--- config.mk ---
export PLATFORM = sky130hd
export DESIGN_NAME = i2s_receiver_flat
export DESIGN_NICKNAME = d
export VERILOG_FILES = /design/src/rtl/i2s_receiver_if.sv /design/src/rtl/i2s_receiver.sv /design/src/flat_wrapper.sv
export SDC_FILE = /design/constraint.sdc
export NUM_CORES = 1
export LEC_CHECK = 0
export BUFFER_PORTS_ARGS = -buffer_cell sky130_fd_sc_hd__clkbuf_2
export CORE_UTILIZATION = 60
export CTS_BUF_LIST = sky130_fd_sc_hd__clkbuf_8
export DETAILED_ROUTE_END_ITERATION = 8
export PLACE_DENSITY_LB_ADDON = 0.05
export SETUP_SLACK_MARGIN = 0.05
export SLEW_MARGIN = 20
export SYNTH_ARGS = -nofsm -noshare
export SYNTH_HDL_FRONTEND = slang
export SYNTH_SLANG_ARGS = --single-unit
--- constraint.sdc ---
create_clock -name sclk -period 2 [get_ports sclk]
set_input_delay 0 -clock sclk [delete_from_list [all_inputs] [get_ports sclk]]
set_output_delay 0 -clock sclk [all_outputs]
set_load 0.02 [all_outputs]
--- src/rtl/i2s_receiver_if.sv ---
// Signal bundle between an I2S transmitter/consumer (master) and the receiver (slave):
// serial lrclk/sdin in, held stereo frame with valid/ready handshake and error pulses out.
interface i2s_receiver_if #(
    parameter int DATA_WIDTH = 24
);
    logic                  lrclk;
    logic                  sdin;
    logic                  ready;
    logic [DATA_WIDTH-1:0] left_data;
    logic [DATA_WIDTH-1:0] right_data;
    logic                  valid;
    logic                  overrun;
    logic                  frame_err;

    modport master (
        output lrclk, sdin, ready,
        input  left_data, right_data, valid, overrun, frame_err
    );

    modport slave (
        input  lrclk, sdin, ready,
        output left_data, right_data, valid, overrun, frame_err
    );
endinterface

--- src/rtl/i2s_receiver.sv ---
// I2S receiver: deserialises left/right words from lrclk/sdin and presents
// complete stereo frames on held outputs through a valid/ready handshake.
module i2s_receiver #(
    parameter int DATA_WIDTH = 24,
    parameter int BIT_DELAY  = 1
) (
    input logic           sclk,
    input logic           rst,
    i2s_receiver_if.slave bus
);
    typedef enum logic [1:0] {SYNC, DELAY, SHIFT, WAIT} state_t;

    localparam logic [4:0] BIT_LOAD   = 5'(DATA_WIDTH - 1);
    localparam logic [1:0] DELAY_LOAD = 2'((BIT_DELAY > 0) ? BIT_DELAY - 1 : 0);

    state_t                r_state;
    logic                  r_prevLr;
    logic                  r_channel;
    logic                  r_leftPending;
    logic [1:0]            r_delayCnt;
    logic [4:0]            r_bitCnt;
    logic [DATA_WIDTH-2:0] r_shift;
    logic [DATA_WIDTH-1:0] r_leftStage;
    logic [DATA_WIDTH-1:0] r_leftData;
    logic [DATA_WIDTH-1:0] r_rightData;
    logic                  r_valid;
    logic                  r_overrun;
    logic                  r_frameErr;

    logic                  w_edge;
    logic                  w_lastBit;
    logic                  w_abort;
    logic [DATA_WIDTH-1:0] w_word;

    assign w_edge    = (bus.lrclk != r_prevLr);
    assign w_lastBit = (r_state == SHIFT) && (r_bitCnt == 5'd0);
    assign w_abort   = w_edge && ((r_state == DELAY) || ((r_state == SHIFT) && !w_lastBit));
    assign w_word    = {r_shift, bus.sdin};

    assign bus.left_data  = r_leftData;
    assign bus.right_data = r_rightData;
    assign bus.valid      = r_valid;
    assign bus.overrun    = r_overrun;
    assign bus.frame_err  = r_frameErr;

    // The right word is forwarded straight to the output alongside the left staging
    // register, so a frame is visible the cycle after its last bit. Any lrclk edge
    // restarts capture; the edge handling sits last so it overrides the word bookkeeping.
    always_ff @(posedge sclk) begin
        if (rst) begin
            r_state       <= SYNC;
            r_prevLr      <= bus.lrclk;
            r_channel     <= 1'b0;
            r_leftPending <= 1'b0;
            r_delayCnt    <= 2'd0;
            r_bitCnt      <= 5'd0;
            r_shift       <= '0;
            r_leftStage   <= '0;
            r_leftData    <= '0;
            r_rightData   <= '0;
            r_valid       <= 1'b0;
            r_overrun     <= 1'b0;
            r_frameErr    <= 1'b0;
        end else begin
            r_prevLr   <= bus.lrclk;
            r_overrun  <= 1'b0;
            r_frameErr <= 1'b0;
            if (r_valid && bus.ready) begin
                r_valid <= 1'b0;
            end
            if (r_state == SHIFT) begin
                r_shift <= w_word[DATA_WIDTH-2:0];
            end

            if (w_lastBit) begin
                r_state <= WAIT;
                if (!r_channel) begin
                    r_leftStage   <= w_word;
                    r_leftPending <= 1'b1;
                end else if (r_leftPending) begin
                    r_leftPending <= 1'b0;
                    if (!r_valid || bus.ready) begin
                        r_leftData  <= r_leftStage;
                        r_rightData <= w_word;
                        r_valid     <= 1'b1;
                    end else begin
                        r_overrun <= 1'b1;
                    end
                end
            end else if (r_state == DELAY) begin
                if (r_delayCnt == 2'd0) begin
                    r_state  <= SHIFT;
                    r_bitCnt <= BIT_LOAD;
                end else begin
                    r_delayCnt <= r_delayCnt - 2'd1;
                end
            end else if (r_state == SHIFT) begin
                r_bitCnt <= r_bitCnt - 5'd1;
            end

            if (w_abort) begin
                r_frameErr    <= 1'b1;
                r_leftPending <= 1'b0;
            end
            if (w_edge) begin
                r_channel <= bus.lrclk;
                if (BIT_DELAY == 0) begin
                    r_state  <= SHIFT;
                    r_bitCnt <= BIT_LOAD;
                end else begin
                    r_state    <= DELAY;
                    r_delayCnt <= DELAY_LOAD;
                end
            end
        end
    end
endmodule

--- src/flat_wrapper.sv ---
// flat-port wrapper written by rule: the top's interface ports become plain ports
module i2s_receiver_flat 
#(
    parameter int DATA_WIDTH = 24,
    parameter int BIT_DELAY  = 1
)
  (sclk, rst, bus_lrclk, bus_sdin, bus_ready, bus_left_data, bus_right_data, bus_valid, bus_overrun, bus_frame_err);
  i2s_receiver_if #(.DATA_WIDTH(DATA_WIDTH)) bus_i ();
  input logic sclk;
  input logic rst;
  input wire logic [$bits(bus_i.lrclk)-1:0] bus_lrclk;
  input wire logic [$bits(bus_i.sdin)-1:0] bus_sdin;
  input wire logic [$bits(bus_i.ready)-1:0] bus_ready;
  output wire logic [$bits(bus_i.left_data)-1:0] bus_left_data;
  output wire logic [$bits(bus_i.right_data)-1:0] bus_right_data;
  output wire logic [$bits(bus_i.valid)-1:0] bus_valid;
  output wire logic [$bits(bus_i.overrun)-1:0] bus_overrun;
  output wire logic [$bits(bus_i.frame_err)-1:0] bus_frame_err;
  assign bus_i.lrclk = bus_lrclk;
  assign bus_i.sdin = bus_sdin;
  assign bus_i.ready = bus_ready;
  assign bus_left_data = bus_i.left_data;
  assign bus_right_data = bus_i.right_data;
  assign bus_valid = bus_i.valid;
  assign bus_overrun = bus_i.overrun;
  assign bus_frame_err = bus_i.frame_err;
  i2s_receiver #(.DATA_WIDTH(DATA_WIDTH), .BIT_DELAY(BIT_DELAY)) u_core (.sclk(sclk), .rst(rst), .bus(bus_i));
endmodule
==> metrics.txt, run 1 <==
post-DP HPWL=6580 um; cts bufs inserted=9; Max-slew headroom=56.8%; Final TNS setup=0 ns; Syn Inst Count=518; via-per-instance ratio=6.35; post-route minimum period=1.84 ns; wirelength, routed=11,000 um; Die Span Y=89.2 um; Tot GR Track Use=28.6%; Die Wd=89.2 um; status=complete, no violations; final hold vios=0; Leak Pwr=0.00170 uW; Synth-to-Final Area Change=12.4%; Buffers on Ports=55; clock buffer depth=2; fill count=625; vias in the first global route=3,578; Netlist cell types=35; CP Max Fanout=36; Row Count=31; period utilisation layout=91.8%; routed len/inst=17.2 um; worst hold path type=in -> reg; commonest non-fill, non-tap cell in the layout=dfxtp_1; ranking of synthesized cells by area=dfxtp_1 (48%), o31ai_1 (12%), a21oi_1 (11%); Max Cap Violations=0; total gr overflow=0; Synth Area per Inst=8.81 um^2; top cell type's share of synthesized area=48.3%; crit path launch type=flip-flop; clk_skew=0.0139 ns; num ports=56; root buffer cell=clkbuf_8; clock sinks=110; CP arrival=2.07 ns; Antenna Nets Post-Route=0; worst slew pin tran=0.647 ns; H-tree depth=3; max incr delay on CP=0.53 ns; Top delay family on crit path=simple AND/OR/NAND/NOR gates; First DRT Iteration DRCs=336; Starting Density=62.6%; Worst-Skew Late Latency=0.37 ns; TritonRoute pass-1 iters=5; pin count of the biggest net entering global routing=76; critical path type=reg -> reg; CTS tree=done; unrepaired setup endpoints after global routing=false; final instance area=5130 um^2; flops & latches, synth=110; syn_nets=525; Critical-path top delay cell=or4b_4; Clock Pin Slew Worst Setup and Hold Paths=0.11 ns; Final setup viols=0; crit path buf inv count=2; Worst VDD drop=502 uV; worst hold slack=0.138 ns; Layout Nets=541; Die ar.=7960 um^2; Crit. End Element=flip-flop; core region area=7290 um^2; layout cells sized above 1=17.1%; gpl congestion=0.805; dpl cell area=4890 um^2; sequential area share after synthesis=48.3%; most frequent cells in the layout=dfxtp_1 (110), a21oi_1 (99), o31ai_1 (73), clkbuf_2 (54), nand2_1 (49); fmax=0.545 GHz; initial antenna violation count=0; pwr/cell area=806 nW/um^2; diode count=0; via count=4,050; first-pass GRT wire length=17,800 um; mapped cell area=4560 um^2; Max Slew Vio Count=0; total number of yosys warnings=0; DR DRC count=0; cell accounting for the most synthesized area=dfxtp_1; crit path cell chain=inv_1 > ha_1 > or4b_4 > buf_12 > o31ai_1 > a21oi_1; WP data required=2.23 ns
[metrics by stage]
step           total power [uW]  setup WS (ns)  utilization [%]  cells
6_report                   4130          0.164             70.3    638
3_5_place_dp               2800        -0.0405             67.1    619
5_1_grt                    4290         0.0619             70.3    638
4_1_cts                    4160          0.123             70.2    637
2_1_floorplan              2640          0.216                -    518
3_3_place_gp               2790         0.0766             67.1    619
[layer usage]
layer	up-vias	wire (um)	global-route usage (%)
met5	-	0	0
met4	0	114	8.08
met3	9	594	3.51
met2	139	4890	42.3
met1	1923	5360	43.9
li1	1979	-	-
[cell families (layout without fill, tap and decap cells)]
group	count (synthesis)	count (layout)	synth area share, %
AND/OR/NAND/NOR	143	143	18.7
multiplexers	1	1	0.219
adder cells (fa/ha/maj)	2	2	0.548
flip-flops	110	110	48.3
XOR/XNOR	2	2	0.384
buffers and inverters	75	96	6.94
AO/OA/AOI/OAI	185	185	25.0
[power by group]
part           internal [uW]  switching (uW)  leakage, uW  total (uW)
registers               2210            24.6     0.000888        2230
clock network            598             773     0.000102        1370
logic                    169             361     0.000708         530
total                   2980            1160      0.00170        4130
[what timing repair did]
| action | CTS | global route |
|---|---|---|
| endpoints found under the setup margin | 58 | 9 |
| resized for setup | 1 | 0 |
| hold buffers | 2 | 0 |
| endpoints found under the hold margin | 5 | 0 |
| buffers inserted | 0 | 1 |
| gates cloned | 0 | 0 |
[Yosys cell counts, drive strengths merged]
master / count
nor4b: 1
a221oi: 2
nand3b: 2
buf: 17
nor3b: 1
xor2: 1
o21ai: 3
o31a: 1
a21oi: 99
xnor2: 1
a41oi: 1
o31ai: 73
a2111oi: 1
inv: 6
nand2: 49
a31oi: 2
nor2: 2
nor2b: 2
or3: 2
ha: 2
or4b: 1
o21a: 2
nand4: 48
nand4b: 26
and3b: 1
mux2i: 1
nor4: 1
nor3: 3
nand2b: 3
dfxtp: 110
clkbuf: 52
o211a: 1
and4b: 1
[final timing paths]
check                           startpoint                  endpoint  slack [ns]  cells past startpoint
setup / recovery        u_core.r_bitCnt[0]  u_core.bus.left_data[15]        0.16                      6
hold / removal                         rst         u_core.r_state[0]        0.14                      2
setup reg to reg        u_core.r_bitCnt[0]  u_core.bus.left_data[15]        0.16                      6
hold reg to reg   u_core.bus.left_data[14]  u_core.bus.left_data[14]        0.47                      2
[registers in the layout, summed over array words and instances, names as in the netlist, 2 cells and up]
signal / flops
u_core.r_bitCnt: 5
u_core.r_delayCnt: 2
u_core.r_leftStage: 24
u_core.bus.left_data: 24
u_core.bus.right_data: 24
u_core.r_state: 2
u_core.r_shift: 23
[final cells by class]
| cell class | count | area, um^2 | area share [%] |
|---|---|---|---|
| Inverter | 6 | 22.5 | 0.439 |
| Tap cell | 99 | 124 | 2.42 |
| Clock inverter | 7 | 80.1 | 1.56 |
| Sequential cell | 110 | 2200 | 42.9 |
| Multi-Input combinational cell | 333 | 2070 | 40.3 |
| Clock buffer | 9 | 124 | 2.42 |
| Timing Repair Buffer | 74 | 510 | 9.95 |
Note: power is estimated with default switching activity, not from simulation.
==> run 2, diff against run 1 <==
- REMOVE_ABC_BUFFERS: not set -> 1
- SLEW_MARGIN: 20 -> 30
==> run 2 against run 1 <==
  * Worst hold slack improved by 0.057 ns
  * Clock power is 4% lower
  * Cell area about the same
  * Total power is 2.2% lower
  * Worst setup slack got worse by 0.0057 ns
  * Non-clock buffer count up 6
  * Wire length fell by 4.9%
  * Critical path depth unchanged
==> metrics.txt, run 2 (synthesized netlist as in run 1, its figures left out) <==
status=complete, no violations; Die Wd=89.2 um; initial antenna violation count=0; final hold vios=0; vias in the first global route=3,606; clock sinks=110; switch share=27.8%; worst hold path type=in -> reg; CP arrival=2.09 ns; Max-slew headroom=50.0%; Buffers on Ports=55; Leak Pwr=0.00170 uW; gpl congestion=0.749; wirelength, routed=10,400 um; crit path launch type=flip-flop; clk_skew=0.0112 ns; critical path type=reg -> reg; Row Count=31; total gr overflow=0; Design Power=4040 uW; CTS tree=done; cts bufs inserted=9; Comb power frac=12.5%; First DRT Iteration DRCs=270; post-DP HPWL=6150 um; Final TNS setup=0 ns; Antenna Nets Post-Route=0; Non-Filler Instances=642; CP Max Fanout=21; core region area=7290 um^2; Clock Pin Slew Worst Setup and Hold Paths=0.10 ns; diode count=0; H-tree depth=3; via count=4,077; Worst-Skew Late Latency=0.36 ns; layout cells sized above 1=18.8%; pin count of the biggest net entering global routing=74; Worst VDD drop=418 uV; Tot GR Track Use=27.3%; Die Span Y=89.2 um; most frequent cells in the layout=dfxtp_1 (110), a21oi_1 (99), o31ai_1 (70), clkbuf_2 (54), nand2_1 (49); Max Cap Violations=0; placed cells=626; Clk pwr share=32.3%; routed len/inst=16.2 um; first-pass GRT wire length=17,200 um; P_int=2920 uW; commonest non-fill, non-tap cell in the layout=dfxtp_1; Sequential Power Share=55.3%; worst slew pin tran=0.750 ns; dpl cell area=4910 um^2; Layout Nets=547; Synth-to-Final Area Change=12.5%; WP data required=2.25 ns; root buffer cell=clkbuf_8; unrepaired setup endpoints after global routing=true; Crit. End Element=flip-flop; Max Slew Vio Count=0; fmax=0.543 GHz; Final Core Density=70.4%; DR DRC count=0; Starting Density=62.6%; switching pwr=1130 uW; clock buffer depth=2; TritonRoute pass-1 iters=6; num ports=56; via-per-instance ratio=6.35; post-route minimum period=1.84 ns; final instance area=5130 um^2; Die ar.=7960 um^2; period utilisation layout=92.1%; Final setup viols=0; pwr/cell area=788 nW/um^2
==> run 2: final timing paths <==
kind	end	startpoint	cells past startpoint	slack, ns
min	u_core.bus.right_data[16]	rst	2	0.19
max reg2reg	u_core.bus.left_data[10]	u_core.r_bitCnt[0]	6	0.16
max	u_core.bus.left_data[10]	u_core.r_bitCnt[0]	6	0.16
min reg2reg	u_core.bus.right_data[23]	u_core.bus.right_data[23]	2	0.47
==> run 2: power by group through the flow <==
stage	Clock (uW)	Combinational, uW	Sequential, uW
global placement	0	477	2280
floorplan	0	240	2290
detailed placement	0	488	2280
finish	1310	504	2230
CTS	1320	497	2230
global route	1400	545	2240
==> run 2: cell type report <==
type                    count  area, um^2
inverters                   6        22.5
multi-input cells         333        2090
repair buffers             80         508
clock buffers               9         124
fillers                   613        2160
well taps                  99         124
clock inverters             5        61.3
flip-flops and latches    110        2200
==> run 2: timing repair <==
action | CTS | global route
buffers inserted | 0 | 0
setup endpoints to repair | 66 | 5
pin swaps | 0 | 0
endpoints found under the hold margin | 5 | 0
resized for setup | 1 | 3
hold buffers | 2 | 0
==> run 2: through the flow <==
step / setup slack, ns / hold WS (ns)
after floorplan: -2.43 / 0.0277
after global placement: 0.0601 / 0.153
after detailed placement: -0.0784 / 0.159
after CTS: 0.121 / 0.169
after global routing: 0.0331 / 0.190
final: 0.158 / 0.195
==> run 2: layer usage <==
metal  global-route usage [%]  part of all wire [%]  vias to the layer above
met1                     38.0                    47                     1937
li1                         -                     -                     1985
met4                     11.3                   1.7                        0
met3                     3.97                   4.9                       22
met2                     42.6                    46                      133
met5                        0                     0                        -
==> run 2: worst max-delay path: stages (launching register included) <==
cell     delay, ns
dfxtp_1       0.34
inv_1         0.06
ha_1          0.15
or4b_4        0.53
buf_4         0.25
o31ai_2       0.30
a21oi_1       0.09
==> run 3, diff against run 2 <==
- CORE_MARGIN: not set -> 2
- GPL_TIMING_DRIVEN: not set -> 0
- SETUP_SLACK_MARGIN: 0.05 -> 0.4
==> run 3 against run 2 <==
  * Via count grew 9.8%
  * Register-to-register slack lost 0.06 ns
  * Sequential cell count is the same
  * Clock skew shrank 0.0012 ns
  * Total power grew 11%
  * Cell area grew 18%
  * Cell count grew 3.7%
  * Sequential share of layout area shrank 6.3 points
  * Die area grew 4.5%
  * Utilization grew 13 points
  * Sequential power is essentially flat
  * Wire length grew 29%
  * Critical path type unchanged
  * Largest power group unchanged
==> metrics.txt, run 3 (synthesized netlist as in run 1, its figures left out) <==
Worst R2R Start=u_core.r_bitCnt[0]; CTS tree=done; Critical-path top delay cell=or4b_4; Max-slew headroom=53.5%; period utilisation layout=94.9%; crit path buf inv count=3; Critical Path Source=u_core.r_bitCnt[0]; crit path cell chain=inv_2 > ha_4 > or4b_4 > buf_12 > buf_16 > o31ai_1 > a21oi_1; vias in the first global route=4,099; clk_skew=0.0100 ns; Top delay family on crit path=simple AND/OR/NAND/NOR gates; crit path launch type=flip-flop; CP Max Fanout=15; clock buffer depth=2; post-route minimum period=1.90 ns; final hold vios=0; fmax=0.527 GHz; post-DP HPWL=6070 um; Leak Pwr=0.00196 uW; Crit. End Element=flip-flop; via-per-instance ratio=6.72; WP data required=2.24 ns; commonest non-fill, non-tap cell in the layout=dfxtp_1; H-tree depth=3; most frequent cells in the layout=dfxtp_1 (104), a21oi_1 (99), clkbuf_2 (54), nand2_1 (49), nand4_1 (48); pwr/cell area=742 nW/um^2; Max Slew Vio Count=0; DR DRC count=0; worst hold path type=in -> reg; routed len/inst=20.1 um; first-pass GRT wire length=20,700 um; Row Count=31; num ports=56; final instance area=6050 um^2; cts bufs inserted=9; diode count=0; total gr overflow=0; wirelength, routed=13,400 um; worst slew pin tran=0.697 ns; Tot GR Track Use=30.6%; unrepaired setup endpoints after global routing=true; Worst-Skew Late Latency=0.37 ns; Clock Pin Slew Worst Setup and Hold Paths=0.11 ns; First DRT Iteration DRCs=446; Buffers on Ports=55; dpl cell area=4970 um^2; TritonRoute pass-1 iters=5; Die ar.=8320 um^2; critical path type=reg -> reg; Max Cap Violations=0; Antenna Nets Post-Route=0; Die Wd=91.2 um; clock sinks=110; Die Span Y=91.2 um; pin count of the biggest net entering global routing=110; Final Core Density=82.9%; via count=4,475; Layout Nets=569; Starting Density=62.6%; max incr delay on CP=0.51 ns; Worst VDD drop=437 uV; root buffer cell=clkbuf_8; initial antenna violation count=0; layout cells sized above 1=33.7%; status=complete, no violations; Synth-to-Final Area Change=32.6%; CP arrival=2.14 ns; core region area=7290 um^2; Final setup viols=0; hold wc startpoint=bus_ready; gpl congestion=0.687
-- run 3: cell count changes in the layout (fill, tap and decap cells not counted), sizes merged, moves of 2 or more --
cell,delta
or4b,+2
clkinv,+3
nand2b,+2
buf,+14
inv,+2
clkinvlp,-2
clkbuf,+2
-- run 3: area by class of cell --
| class | count | area [um^2] |
|---|---|---|
| Inverter | 6 | 22.5 |
| Clock inverter | 7 | 48.8 |
| Sequential cell | 110 | 2210 |
| Tap cell | 99 | 124 |
| Fill cell | 432 | 1240 |
| Multi-Input combinational cell | 338 | 2600 |
| Timing Repair Buffer | 97 | 911 |
| Clock buffer | 9 | 124 |
-- run 3: power by group --
| group | switching [uW] | internal (uW) | leakage (uW) |
|---|---|---|---|
| combinational | 584 | 414 | 0.000974 |
| sequential | 38.7 | 2210 | 0.000890 |
| clock | 783 | 459 | 0.0000952 |
| total | 1410 | 3080 | 0.00196 |
-- run 3: worst paths after layout --
path | to | depth (start not counted) | slack (ns)
max reg2reg | u_core.bus.left_data[10] | 7 | 0.10
max | u_core.bus.left_data[10] | 7 | 0.10
min | u_core.bus.left_data[2] | 4 | 0.15
min reg2reg | u_core.bus.right_data[22] | 2 | 0.47
-- run 3: worst min-delay path, delay by kind of cell --
kind | cells | cell delay [ns]
simple gates | 1 | 0.10
compound gates | 2 | 0.27
buf+inv | 1 | 0.12
-- run 3: metal layers --
metal | vias up | global-route usage, % | share of wire [%]
met5 | - | 0 | 0
met3 | 21 | 4.23 | 6.8
met1 | 2189 | 41.5 | 43
met2 | 214 | 50.7 | 49
li1 | 2051 | - | -
met4 | 0 | 9.85 | 1.5
-- run 3: repair_timing --
action / 4_1_cts / 5_1_grt
endpoints found under the hold margin: 5 / 0
buffers inserted: 13 / 6
endpoints found under the setup margin: 80 / 97
hold buffers: 2 / 0
gates resized for setup: 61 / 43
gates cloned: 9 / 1
pin swaps: 17 / 4
-- run 3: metrics by stage --
| stage | TNS (ns) | hold WS, ns | instances | setup WS, ns | total power, uW |
|---|---|---|---|---|---|
| after floorplan | -181.64 | 0.0277 | 449 | -2.43 | 2530 |
| after global placement | -341.22 | 0.153 | 603 | -4.27 | 2670 |
| after detailed placement | -0.0574 | 0.159 | 619 | -0.0404 | 2790 |
| after CTS | 0 | 0.142 | 659 | 0.197 | 4320 |
| after global routing | 0 | 0.179 | 666 | 0.0371 | 4610 |
| final | 0 | 0.154 | 666 | 0.101 | 4490 |
